==> src/rtl/servo_pwm_pkg.sv <==
// Shared register map, bit positions and measurement FSM encoding for servo_pwm_capture.
package servo_pwm_pkg;

  localparam logic [1:0] ADDR_CTRL   = 2'd0;
  localparam logic [1:0] ADDR_STATUS = 2'd1;
  localparam logic [1:0] ADDR_HIGH   = 2'd2;
  localparam logic [1:0] ADDR_PERIOD = 2'd3;

  localparam int unsigned CTRL_EN     = 0;
  localparam int unsigned CTRL_IRQ_EN = 1;

  localparam int unsigned ST_VALID   = 0;
  localparam int unsigned ST_TIMEOUT = 1;
  localparam int unsigned ST_OVERRUN = 2;

  localparam int unsigned FILT_CNT_W = 4;

  typedef enum logic [1:0] {
    IDLE = 2'd0,
    HIGH = 2'd1,
    LOW  = 2'd2
  } meas_state_e;

endpackage

==> src/rtl/servo_pwm_capture_sync_filter.sv <==
// Two-flop synchroniser, consecutive-sample glitch filter and registered edge pulses
// for the asynchronous PWM feedback pin.
module pwm_sync_filter
  import servo_pwm_pkg::*;
#(
  parameter int unsigned FILT_LEN = 4
) (
  input  logic clk,
  input  logic rst_n,
  input  logic pin_i,
  output logic rise_o,
  output logic fall_o
);

  logic [1:0]            sync_q;
  logic                  level_q, level_d;
  logic [FILT_CNT_W-1:0] cnt_q, cnt_d;
  logic                  rise_q, fall_q;

  // Level flips only after FILT_LEN consecutive disagreeing samples.
  always_comb begin
    level_d = level_q;
    cnt_d   = '0;
    if (sync_q[1] != level_q) begin
      if (cnt_q == FILT_CNT_W'(FILT_LEN - 1)) begin
        level_d = sync_q[1];
      end else begin
        cnt_d = cnt_q + FILT_CNT_W'(1);
      end
    end
  end

  always_ff @(posedge clk or negedge rst_n) begin
    if (!rst_n) begin
      sync_q  <= '0;
      level_q <= 1'b0;
      cnt_q   <= '0;
      rise_q  <= 1'b0;
      fall_q  <= 1'b0;
    end else begin
      sync_q  <= {sync_q[0], pin_i};
      level_q <= level_d;
      cnt_q   <= cnt_d;
      rise_q  <= level_d & ~level_q;
      fall_q  <= ~level_d & level_q;
    end
  end

  assign rise_o = rise_q;
  assign fall_o = fall_q;

endmodule

==> src/rtl/servo_pwm_capture.sv <==
// Measures high time and period of the servo PWM feedback and exposes the results,
// status flags and a level interrupt through an Avalon-MM slave.
module servo_pwm_capture
  import servo_pwm_pkg::*;
#(
  parameter int unsigned CNT_W    = 24,
  parameter int unsigned FILT_LEN = 4,
  parameter int unsigned TIMEOUT  = 2500000
) (
  input  logic        clk,
  input  logic        reset_n,
  input  logic        pwm_in,
  input  logic [1:0]  avs_address,
  input  logic        avs_chipselect,
  input  logic        avs_read,
  input  logic        avs_write,
  input  logic [31:0] avs_writedata,
  output logic [31:0] avs_readdata,
  output logic        irq
);

  logic rise, fall;
  logic wr_en, rd_en;
  logic publish, timeout;
  logic unused_wdata;

  meas_state_e      state_q, state_d;
  logic [CNT_W-1:0] cnt_q, cnt_d;
  logic [CNT_W-1:0] hi_lat_q, hi_lat_d;
  logic [CNT_W-1:0] high_q, high_d;
  logic [CNT_W-1:0] period_q, period_d;
  logic [CNT_W-1:0] per_hold_q, per_hold_d;
  logic             held_q, held_d;
  logic [1:0]       ctrl_q, ctrl_d;
  logic [2:0]       status_q, status_d;
  logic [31:0]      rdata_q, rdata_d;
  logic             irq_q, irq_d;

  pwm_sync_filter #(.FILT_LEN(FILT_LEN)) u_filt (
    .clk    (clk),
    .rst_n  (reset_n),
    .pin_i  (pwm_in),
    .rise_o (rise),
    .fall_o (fall)
  );

  assign wr_en        = avs_chipselect & avs_write;
  assign rd_en        = avs_chipselect & avs_read;
  assign unused_wdata = ^avs_writedata[31:3];

  always_comb begin
    state_d    = state_q;
    cnt_d      = cnt_q;
    hi_lat_d   = hi_lat_q;
    high_d     = high_q;
    period_d   = period_q;
    per_hold_d = per_hold_q;
    held_d     = held_q;
    ctrl_d     = ctrl_q;
    status_d   = status_q;
    rdata_d    = '0;
    publish    = 1'b0;
    timeout    = 1'b0;

    // Measurement FSM; an edge in the timeout cycle takes priority.
    if (ctrl_q[CTRL_EN]) begin
      unique case (state_q)
        IDLE: begin
          cnt_d = '0;
          if (rise) begin
            state_d = HIGH;
            cnt_d   = CNT_W'(1);
          end
        end
        HIGH: begin
          cnt_d = cnt_q + CNT_W'(1);
          if (fall) begin
            state_d  = LOW;
            hi_lat_d = cnt_q;
          end else if (cnt_q == CNT_W'(TIMEOUT)) begin
            state_d = IDLE;
            cnt_d   = '0;
            timeout = 1'b1;
          end
        end
        LOW: begin
          cnt_d = cnt_q + CNT_W'(1);
          if (rise) begin
            publish  = 1'b1;
            high_d   = hi_lat_q;
            period_d = cnt_q;
            cnt_d    = CNT_W'(1);
            state_d  = HIGH;
          end else if (cnt_q == CNT_W'(TIMEOUT)) begin
            state_d = IDLE;
            cnt_d   = '0;
            timeout = 1'b1;
          end
        end
        default: begin
          state_d = IDLE;
          cnt_d   = '0;
        end
      endcase
    end else begin
      state_d = IDLE;
      cnt_d   = '0;
    end

    if (wr_en && avs_address == ADDR_CTRL) begin
      ctrl_d = avs_writedata[1:0];
    end
    // W1C first, then set events so a coincident set wins.
    if (wr_en && avs_address == ADDR_STATUS) begin
      status_d = status_q & ~avs_writedata[2:0];
    end
    if (publish) begin
      status_d[ST_VALID] = 1'b1;
      if (status_q[ST_VALID]) begin
        status_d[ST_OVERRUN] = 1'b1;
      end
      held_d = 1'b0;
    end
    if (timeout) begin
      status_d[ST_TIMEOUT] = 1'b1;
    end

    if (rd_en) begin
      unique case (avs_address)
        ADDR_CTRL:   rdata_d = 32'(ctrl_q);
        ADDR_STATUS: rdata_d = 32'(status_q);
        ADDR_HIGH: begin
          rdata_d    = 32'(high_q);
          per_hold_d = period_q;
          held_d     = 1'b1;
        end
        default:     rdata_d = held_q ? 32'(per_hold_q) : 32'(period_q);
      endcase
    end

    irq_d = ctrl_q[CTRL_IRQ_EN] & (status_q[ST_VALID] | status_q[ST_TIMEOUT]);
  end

  always_ff @(posedge clk or negedge reset_n) begin
    if (!reset_n) begin
      state_q    <= IDLE;
      cnt_q      <= '0;
      hi_lat_q   <= '0;
      high_q     <= '0;
      period_q   <= '0;
      per_hold_q <= '0;
      held_q     <= 1'b0;
      ctrl_q     <= '0;
      status_q   <= '0;
      rdata_q    <= '0;
      irq_q      <= 1'b0;
    end else begin
      state_q    <= state_d;
      cnt_q      <= cnt_d;
      hi_lat_q   <= hi_lat_d;
      high_q     <= high_d;
      period_q   <= period_d;
      per_hold_q <= per_hold_d;
      held_q     <= held_d;
      ctrl_q     <= ctrl_d;
      status_q   <= status_d;
      rdata_q    <= rdata_d;
      irq_q      <= irq_d;
    end
  end

  assign avs_readdata = rdata_q;
  assign irq          = irq_q;

endmodule

==> config.mk <==
export PLATFORM = sky130hd
export DESIGN_NAME = servo_pwm_capture
export DESIGN_NICKNAME = d
export VERILOG_FILES = /design/src/rtl/servo_pwm_pkg.sv /design/src/rtl/servo_pwm_capture_sync_filter.sv /design/src/rtl/servo_pwm_capture.sv
export SDC_FILE = /design/constraint.sdc
export NUM_CORES = 1
export LEC_CHECK = 0
export CAP_MARGIN = 40
export CORE_ASPECT_RATIO = 1.1
export CORE_UTILIZATION = 56
export DETAILED_ROUTE_END_ITERATION = 12
export PLACE_DENSITY = 0.79
export SLEW_MARGIN = 15
export SYNTH_ARGS = -nofsm -noshare
export SYNTH_HDL_FRONTEND = slang
export SYNTH_SLANG_ARGS = --single-unit
==> constraint.sdc <==
create_clock -name clk -period 2.5 [get_ports clk]
set_clock_uncertainty 0.1 [all_clocks]
set_input_delay 0.5 -clock clk [delete_from_list [all_inputs] [get_ports clk]]
set_output_delay 0.5 -clock clk [all_outputs]
set_load 0.1 [all_outputs]
==> flow_metrics.env <==
export IMPL_total_power_mw=5.41
export IMPL_period_share_pct=91.9
export IMPL_r2r_slack_ps=200
export IMPL_synth_warnings=0
export IMPL_maxCapViolCount=0
export IMPL_drc_errors=0
export IMPL_maxSlewViolCount=0
export IMPL_synth_edf_count=0
export IMPL_globalRouteOverflowTotal=0
export IMPL_syn_area_sq_mm=0.00688
export IMPL_path_buf_inv=2
export IMPL_power_leakage_nw=3.86
export IMPL_max_stage_delay_ps=570
export IMPL_dp_hpwl_mm=8.32
export IMPL_drive_above_1_share_pct=28.7
export IMPL_ff2ff_path_depth=7
export IMPL_cts_sinks=162
export IMPL_finalSetupViolCount=0
export IMPL_wl_per_cell_um=17.2
export IMPL_n_antenna_cell=0
export IMPL_clk_latency_ps=420
export IMPL_syn_to_final_growth_pct=15.2
export IMPL_vias_per_cell=5.74
export IMPL_arrival_ps=2490
export IMPL_swShare_pct=23.2
export IMPL_tightestPinTransition_ps=544
export IMPL_synth_most_common_cell="dfrtp_1"
export IMPL_fin_cells=746
export IMPL_end_kind="register"
export IMPL_place_gp_congestion=0.778
export IMPL_start_util_pct=57.4
export IMPL_regArea_sq_mm=0.00405
export IMPL_outcome="finished, final reports clean"
export IMPL_first_pass_iters=4
export IMPL_fp_dieArea_sq_mm=0.0127
export IMPL_worstHoldPathCells=0
export IMPL_period_minus_slack_ps=2300
export IMPL_pwr_density_cell_mw_per_mm2=682
export IMPL_regToRegEndpoint="state_q[1]"
export IMPL_critPathSlowestCell="or4_1"
export IMPL_cts_tree="built"
export IMPL_grtUsageTotal_pct=22.8
export IMPL_post_cts_resized=0
export IMPL_synth_cell_types=47
export IMPL_fillers=895
export IMPL_vias=4281
export IMPL_min_to="u_filt.sync_q[1]"
export IMPL_synthTopCellsByArea="dfrtp_1 (59%), mux2_2 (16%), mux2i_1 (3.3%), o21ai_0 (2.6%), nand2_1 (2.5%)"
export IMPL_grt_pass1_wl_mm=22.2
export IMPL_r2r_start="state_q[1]"
export IMPL_ir_worst_vdd_mv=0.398
export IMPL_hold_class="register to register"
export IMPL_seqPwrFrac_pct=50.2
export IMPL_ant_nets=0
export IMPL_slew_headroom_pct=63.7
export IMPL_crit_path_start_kind="register"
export IMPL_cp_required_ps=2690
export IMPL_cp_depth=7
export IMPL_clock_power_share_pct=43.5
export IMPL_combPwrFrac_pct=6.3
export IMPL_yosys_top_cells_count="dfrtp_1 (162), mux2_2 (95), nand2_1 (45)"
export IMPL_synth_flop_cell="dfrtp_1"
export IMPL_worstPathMaxFanout=24
export IMPL_synth_top_area_share_pct=58.9
export IMPL_path_clk_slew_ps=60
export IMPL_rsz0062_at_grt="no"
export IMPL_p_sw_mw=1.25
export IMPL_hold_viol=0
export IMPL_ios=73
export IMPL_wl_mm=12.8
export IMPL_antenna_found_initial=0
export IMPL_tns_ps=0
export IMPL_worstSetupPathType="register to register"
export IMPL_syn_inst=543
export IMPL_ys_ff_latch=162
export IMPL_synth_top_cell_by_area="dfrtp_1"
export IMPL_hold_start="u_filt.sync_q[0]"
export IMPL_multi_input_area_sq_mm=0.00264
export IMPL_synthArstFlopShare_pct=100
export IMPL_first_iter_violations=229
export IMPL_nNetsFinal=629
export IMPL_grt_pass1_vias=4552
export IMPL_crit_path_cell_trace="inv_1 -> ha_1 -> and2_1 -> or4_1 -> o21ai_2 -> buf_4 -> o22ai_1"
export IMPL_grt_max_degree=58
export IMPL_ctsHtreeMaxLevel=4
export IMPL_critPathTopFamily="simple AND/OR/NAND/NOR gates"
export IMPL_core_sq_mm=0.0120
export IMPL_portBuffers=35
export IMPL_cts_buffer_depth=2
export IMPL_dp_cells=716
export IMPL_clockRootBuffer="clkbuf_16"
export IMPL_fmax_ghz=0.435
export IMPL_cts_buffers=17
export IMPL_die_w_um=108
export IMPL_syn_area_per_cell_sq_um=12.7
export IMPL_p_int_mw=4.15
export IMPL_num_rows=42
export IMPL_fp_dieH_um=118
export IMPL_seq_area_frac_synth_pct=58.9
cell usage in the layout, fill, tap and decap left out, types with 3 or more instances in the layout:
cell type	netlist	final
xor2_1	12	12
nor2_1	18	18
nor3b_1	4	3
ha_1	7	7
clkdlybuf4s50_1	0	9
nor2b_1	6	6
inv_1	8	8
buf_4	8	35
mux2i_1	23	23
clkinvlp_4	0	4
buf_12	0	5
or3_1	7	7
mux2_2	95	95
dfrtp_1	162	162
nor4b_1	3	3
nand4_1	9	9
nand2_1	45	45
xnor2_1	3	3
or4_1	4	4
and4_1	6	6
clkbuf_16	0	17
conb_1	1	8
nand3_1	14	13
a21oi_1	12	12
o21ai_0	36	36
flip-flops by register name, indices dropped and copies added, names as in the netlist:
register,cells
avs_readdata,24
cnt_q,24
hi_lat_q,24
high_q,24
per_hold_q,24
period_q,24
u_filt.cnt_q,4
status_q,3
ctrl_q,2
state_q,2
u_filt.sync_q,2
held_q,1
irq,1
u_filt.fall_o,1
u_filt.level_q,1
u_filt.rise_o,1
worst max-delay path by stage:
| stage | to | slack (ps) | start |
|---|---|---|---|
| floorplan | cnt_q[2] | 460 | state_q[1] |
| global placement | per_hold_q[16] | 210 | avs_chipselect |
| detailed placement | per_hold_q[14] | 180 | avs_chipselect |
| CTS | state_q[1] | 230 | state_q[1] |
| global route | state_q[0] | 100 | cnt_q[9] |
| finish | state_q[1] | 200 | state_q[1] |
layer usage:
metal,global-route usage [%],vias to the layer above,wire (um)
met4,8.22,0,163
li1,-,1970,-
met3,5.90,15,462
met2,37.8,78,6720
met1,28.9,2218,5490
met5,0,-,0
final cells by class:
type                            count  share of cell area [%]
Clock buffer                       20                    5.64
Clock inverter                      9                    1.11
Inverter                            8                   0.379
Multi-Input combinational cell    342                    33.3
Sequential cell                   162                    51.2
Tap cell                          154                    2.43
Timing Repair Buffer               51                    5.99
what timing repair did:
action,CTS,global route
setup endpoints to repair,0,0
hold buffers,1,0
endpoints found under the hold margin,54,0
buffers inserted,0,0
kinds of logic (layout without fill, tap and decap cells):
group	Yosys count	count (layout)	synth area share, %
other	1	8	0.0545
AND/OR/NAND/NOR	130	130	9.99
buffers and inverters	46	88	3.26
adder cells (fa/ha/maj)	7	7	1.27
multiplexers	120	120	19.6
flip-flops	162	162	58.9
AO/OA/AOI/OAI	62	62	5.02
XOR/XNOR	15	15	1.91
per-stage QoR:
step / hold WS [ps] / util, % / setup WS (ps) / cell area, sq um
floorplan: 104 / - / 459 / 6900
finish: 251 / 66.1 / 203 / 7920
global placement: 237 / 61.6 / 214 / 7380
global route: 266 / 66.1 / 98.4 / 7920
detailed placement: 239 / 61.6 / 183 / 7380
CTS: 253 / 66.1 / 228 / 7920
worst reg2reg max path: cells and delay by family, from the launching register on:
family | cells | cell delay [ps]
compound gates | 2 | 250
fa+ha+maj | 1 | 230
buf+inv | 2 | 400
flops | 1 | 410
simple gates | 2 | 770
power by group through the flow:
stage,registers [mW],clock network (mW),logic [mW]
finish,2.71,2.35,0.342
detailed placement,2.76,0,0.342
floorplan,2.79,0,0.191
global route,2.72,2.49,0.374
CTS,2.71,2.40,0.346
global placement,2.76,0,0.334
Note: power is estimated with default switching activity, not from simulation.
==> variant 1 (same flow settings) <==
The package constant `FILT_CNT_W` goes from 4 to 6.
--- a/src/rtl/servo_pwm_pkg.sv
+++ b/src/rtl/servo_pwm_pkg.sv
@@ -15,3 +15,3 @@
 
-  localparam int unsigned FILT_CNT_W = 4;
+  localparam int unsigned FILT_CNT_W = 6;
 
Formal check against the unedited RTL: no difference found for any inputs over 4 cycles, from zero or initial values and one cycle with reset_n low; that may be too few to reach the edited logic, so the function may still have changed.
==> variant 1 against the original RTL <==
Die area up 2.6%. Wire length increased by 2.3%. Final area is 3.3% higher. Core utilization grew 1.3 points. Power up 6.2%. Count of clock-buffer cells in the layout decreased by 1. Synthesized area up 2.7%. Sequential cell count rose by 2. Setup slack better by 82 ps. Non-clock buffer count grew 3.
==> variant 1: results (changes against the original RTL) <==
----------------------------------------------------
[Power and ir drop]
  Leakage power total ... 3.95 nW (+2.3%)
  Share of total power in sequential cells ... 48.1% (-2.1 points)
  Power per Cell Area ... 702 nW/µm² (+2.8%)
  Clock group total power ... 2.61 mW (+11%)
  Internal power ... 4.42 mW (+6.5%)
  Worst vdd rail ir drop ... 481 µV (+21%)

[Cells and area]
  Final net count ... 652 (+3.7%)
  Final design instance area without fill ... 8180 µm² (+3.3%)
  Signal buffers ... 54 (+5.9%)
  Filler Cells Inserted ... 857 (-4.2%)
  Fraction of final layout cells sized beyond drive strength 1 ... 29.2% (+0.46 points)
  Multi-input gate count ... 360 (+5.3%)
  Area used by sequential logic in the layout ... 4100 µm² (+1.2%)
  Clock buffer count ... 19 (-5.0%)
  Signal buffers share of area ... 5.92% (-0.070 points)
  Multi-input gate area in the final layout ... 2770 µm² (+5.2%)
  Post-synthesis to final-layout area growth ... 15.9%
  Final standard cell count with taps included and fillers excluded ... 771 (+3.4%)

[Global routing]
  Met3 routing resource usage after global routing ... 5.59% (-0.31 points)
  Global-route track usage on met1 ... 28.4% (-0.42 points)
  Pin count of the biggest net entering global routing ... 56 (-3.4%)
  Vias in the first global route ... 4557 (+0.11%)
  Total routing resource utilization after global routing ... 22.6% (-0.19 points)
  Met2 global-route usage ... 36.5% (-1.3 points)

[Placement]
  Area post-placement ... 7570 µm² (+2.7%)
  Placement Setup Slack ... 168 ps (-15.2 ps)
  DPL Wire Length ... 8380 µm (+0.62%)
  Post-Place Cells ... 739 (+3.2%)

[Run status]
  Result of the run ... finished, final reports clean

[Critical path]
  Startpoint of the lowest-slack register-to-register path ... cnt_q[4]$_DFF_PN0_
  Arrival time at the worst endpoint ... 2450 ps (-40 ps)
  Slack of the worst reg-to-reg path ... 280 ps (+80 ps)
  Worst reg-to-reg path cell count ... 4 (-3)
  End of the critical path ... cnt_q[19]$_DFF_PN0_
  Stage delay of the slowest cell on the critical path ... 670 ps (+100 ps)
  Crit path max fanout ... 8 (-67%)

[STA]
  Final worst setup slack ... 285 ps (+81.6 ps)
  Hold Worst Slack ... 252 ps (+1.08 ps)

[Drt]
  Total vias in the final route ... 4429 (+3.5%)
  Average wire per standard cell ... 17.0 µm (-0.97%)
  Wire length on met2 ... 6810 µm (+1.3%)

[Synth]
  Top post-synthesis cells by count ... sky130_fd_sc_hd__dfrtp_1 (164), sky130_fd_sc_hd__mux2_2 (93), sky130_fd_sc_hd__nand2_1 (55)
  Cell types occupying the most area after synthesis ... sky130_fd_sc_hd__dfrtp_1 (58%), sky130_fd_sc_hd__mux2_2 (15%), sky130_fd_sc_hd__mux2i_1 (3.1%)
  Average cell area after synthesis ... 12.5 µm² (-1.3%)

----------------------------------------------------
==> variant 1: cell types whose count changed in the layout (fill, tap and decap cells not counted), moves of 3 or more <==
cell / change
sky130_fd_sc_hd__xnor2_1: +7
sky130_fd_sc_hd__nor3_1: +16
sky130_fd_sc_hd__nor2_1: -9
sky130_fd_sc_hd__o21ai_0: +5
sky130_fd_sc_hd__a211oi_2: +3
sky130_fd_sc_hd__buf_4: +4
sky130_fd_sc_hd__nand2_1: +10
sky130_fd_sc_hd__a21oi_1: -10
sky130_fd_sc_hd__nand3_1: -5
sky130_fd_sc_hd__a211oi_1: +4
sky130_fd_sc_hd__nor4_1: +5
==> variant 1: cells by family after synthesis <==
family | after synthesis | synth area share, %
and+or+nand+nor | 144 | 10.8
xor gates and xnor gates | 20 | 2.48
AOI/OAI and AO/OA | 64 | 5.53
adders and majority gates | 7 | 1.24
buffers and inverters | 48 | 3.17
muxes | 117 | 18.6
other | 1 | 0.0531
DFF | 164 | 58.1
==> variant 1: how the worst min path moves through the flow <==
stage | from | endpoint | cells after the start
after floorplan | reset_n | avs_readdata[0]$_DFF_PN0_ | 0
after CTS | u_filt.sync_q[0]$_DFF_PN0_ | u_filt.sync_q[1]$_DFF_PN0_ | 0
final | u_filt.sync_q[0]$_DFF_PN0_ | u_filt.sync_q[1]$_DFF_PN0_ | 0
after global placement | u_filt.sync_q[0]$_DFF_PN0_ | u_filt.sync_q[1]$_DFF_PN0_ | 0
after global routing | u_filt.sync_q[0]$_DFF_PN0_ | u_filt.sync_q[1]$_DFF_PN0_ | 0
after detailed placement | u_filt.sync_q[0]$_DFF_PN0_ | u_filt.sync_q[1]$_DFF_PN0_ | 0
==> variant 2 (same flow settings) <==
Without the edit above. The output `avs_readdata` loses its register stage (`rdata_q` becomes a continuous assignment).
--- a/src/rtl/servo_pwm_capture.sv
+++ b/src/rtl/servo_pwm_capture.sv
@@ -154,3 +154,2 @@
       status_q   <= '0;
-      rdata_q    <= '0;
       irq_q      <= 1'b0;
@@ -166,3 +165,2 @@
       status_q   <= status_d;
-      rdata_q    <= rdata_d;
       irq_q      <= irq_d;
@@ -170,2 +168,4 @@
   end
+
+  assign rdata_q = rdata_d;
 
Function: changed (a bounded check fails within 4 cycles, from zero or initial values and one cycle with reset_n low).
==> variant 2 against the original RTL <==
The flow now finishes with violations (negative hold slack, negative setup slack). Maximum frequency is 9.9% lower. Highest routed layer unchanged. Wire length is 8.4% higher. Final area is 3.0% higher. Sequential power is 14% lower. Setup slack worse by 250 ps. Combinational power is 13% higher. Critical path depth is 2 lower. Synthesized area is 8.7% lower. Via count is 0.61% lower. Sequential share of layout area is 8.8 points lower. Global-route usage is 3.7 points higher. Largest power group is now the clock network. Critical endpoint is now avs_readdata[0]. Power is 2.9% lower. Sequential cell count is 24 lower.
==> variant 2: results (changes against the original RTL) <==
----------------------------------------------------
[Placement]
  Area post-placement ... 7340 µm² (-0.49%)
  Placer Congestion ... 0.819 (+5.3%)
  Post-Place Cells ... 690 (-3.6%)
  Placement Setup Slack ... -139 ps (-322 ps)
  DPL Wire Length ... 8090 µm (-2.9%)

[Synth]
  Cell types occupying the most area after synthesis ... sky130_fd_sc_hd__dfrtp_1 (55%), sky130_fd_sc_hd__mux2_2 (17%), sky130_fd_sc_hd__mux2i_1 (3.7%)
  Top post-synthesis cells by count ... sky130_fd_sc_hd__dfrtp_1 (138), sky130_fd_sc_hd__mux2_2 (95), sky130_fd_sc_hd__nand2_1 (45)
  Fraction of the yosys area taken by sequential cells ... 55.0% (-3.9 points)
  Gate count after technology mapping ... 519 (-4.4%)

[CTS]
  Root buffer cell ... sky130_fd_sc_hd__clkbuf_16
  Clock-pin transition on the worst setup and hold timing paths ... 60 ps (about the same)
  Number of buffers inserted during clock tree synthesis ... 17 (unchanged)
  Resized cells post-CTS ... 15 (+15)
  Hold buffer count at cts ... 0 (-1)
  Number of buffers added for setup after CTS ... 5 (+5)

[Critical path]
  Worst setup path startpoint ... held_q$_DFF_PN0_
  Reg-to-reg critical path endpoint ... cnt_q[22]$_DFF_PN0_
  Arrival time at the worst endpoint ... 1950 ps (-540 ps)
  End of the critical path ... avs_readdata[0]
  Startpoint of the lowest-slack register-to-register path ... cnt_q[3]$_DFF_PN0_
  Crit path max fanout ... 3 (-88%)
  Worst reg-to-reg path cell count ... 4 (-3)

[Global routing]
  Pin count of the biggest net entering global routing ... 67 (+16%)
  Vias in the first global route ... 4505 (-1.0%)
  Total routing resource utilization after global routing ... 26.5% (+3.7 points)
  First-pass GRT wire length ... 22900 µm (+2.9%)

[Drt]
  Top Metal Used ... met4
  Average wire per standard cell ... 19.0 µm (+10%)
  Met1 routed wirelength after detailed routing ... 5950 µm (+8.3%)
  Number of detailed-routing iterations run before antenna repair ... 4 (unchanged)
  Routed WL ... 13900 µm (+8.4%)
  Post-DR vias/cell ... 5.80 (+1.2%)
  Wire length on met2 ... 7160 µm (+6.5%)
  Iter 0 DRT Violations ... 262 (+14%)
  Met3 Routed Length ... 501 µm (+8.4%)

[Cells and area]
  Fraction of final layout cells sized beyond drive strength 1 ... 37.9% (+9.2 points)
  Filler Cells Inserted ... 678 (-24%)
  Final net count ... 620 (-1.4%)

[Power and ir drop]
  Worst vdd rail ir drop ... 691 µV (+74%)
  Leakage power total ... 3.80 nW (-1.6%)

[Min path]
  Classification of the worst-slack hold path ... in2async

[STA]
  Number of hold-slack violations in the final timing report ... 18 (+18)
  Final-report setup violation count ... 2 (+2)
  Hold Worst Slack ... -15.1 ps (-266 ps)
  Max_slew headroom ... 58.1% (-5.6 points)
  Final TNS setup ... -98.7 ps (-98.7 ps)
  Final worst setup slack ... -49.5 ps (-253 ps)

[Run status]
  Result of the run ... complete, but fails checks
  Violations in the final reports ... negative hold slack, negative setup slack

----------------------------------------------------
variant 2: cell count changes after synthesis, sizes merged:
| cell | unedited run | this run |
|---|---|---|
| dfrtp | 162 | 138 |
variant 2: cells by family (layout without fill, tap and decap cells):
| family | count (synthesis) | in the layout | synth area share (%) |
|---|---|---|---|
| AO/OA/AOI/OAI | 62 | 62 | 5.50 |
| adder cells (fa/ha/maj) | 7 | 7 | 1.40 |
| multiplexers | 120 | 120 | 21.4 |
| other | 1 | 8 | 0.0597 |
| XOR/XNOR | 15 | 15 | 2.09 |
| buffers and inverters | 46 | 106 | 3.57 |
| AND/OR/NAND/NOR | 130 | 130 | 10.9 |
| flip-flops | 138 | 138 | 55.0 |
variant 2: power by group:
part	switching, mW	total [mW]	internal (mW)
Clock	0.974	2.54	1.57
Combinational	0.247	0.385	0.138
Sequential	0.0437	2.33	2.28
Total	1.27	5.25	3.98
variant 2: cell type report:
type | count | area (µm²) | area share [%]
well taps | 147 | 184 | 2.25
flip-flops and latches | 138 | 3450 | 42.3
inverters | 8 | 30.0 | 0.368
clock inverters | 15 | 176 | 2.16
repair buffers | 66 | 991 | 12.1
clock buffers | 17 | 425 | 5.21
multi-input cells | 342 | 2900 | 35.5
variant 2: layer usage:
layer | GRT usage [%] | up-vias
li1 | - | 1940
met1 | 33.8 | 2184
met2 | 44.5 | 99
met3 | 5.74 | 32
met4 | 9.48 | 0
met5 | 0 | -
variant 2: critical path, stage by stage (launching register included):
cell                      delay (ps)
sky130_fd_sc_hd__dfrtp_2         440
sky130_fd_sc_hd__buf_12          140
sky130_fd_sc_hd__mux2i_1         110
sky130_fd_sc_hd__mux4_2          510
sky130_fd_sc_hd__nor2_4          140
sky130_fd_sc_hd__buf_12          180
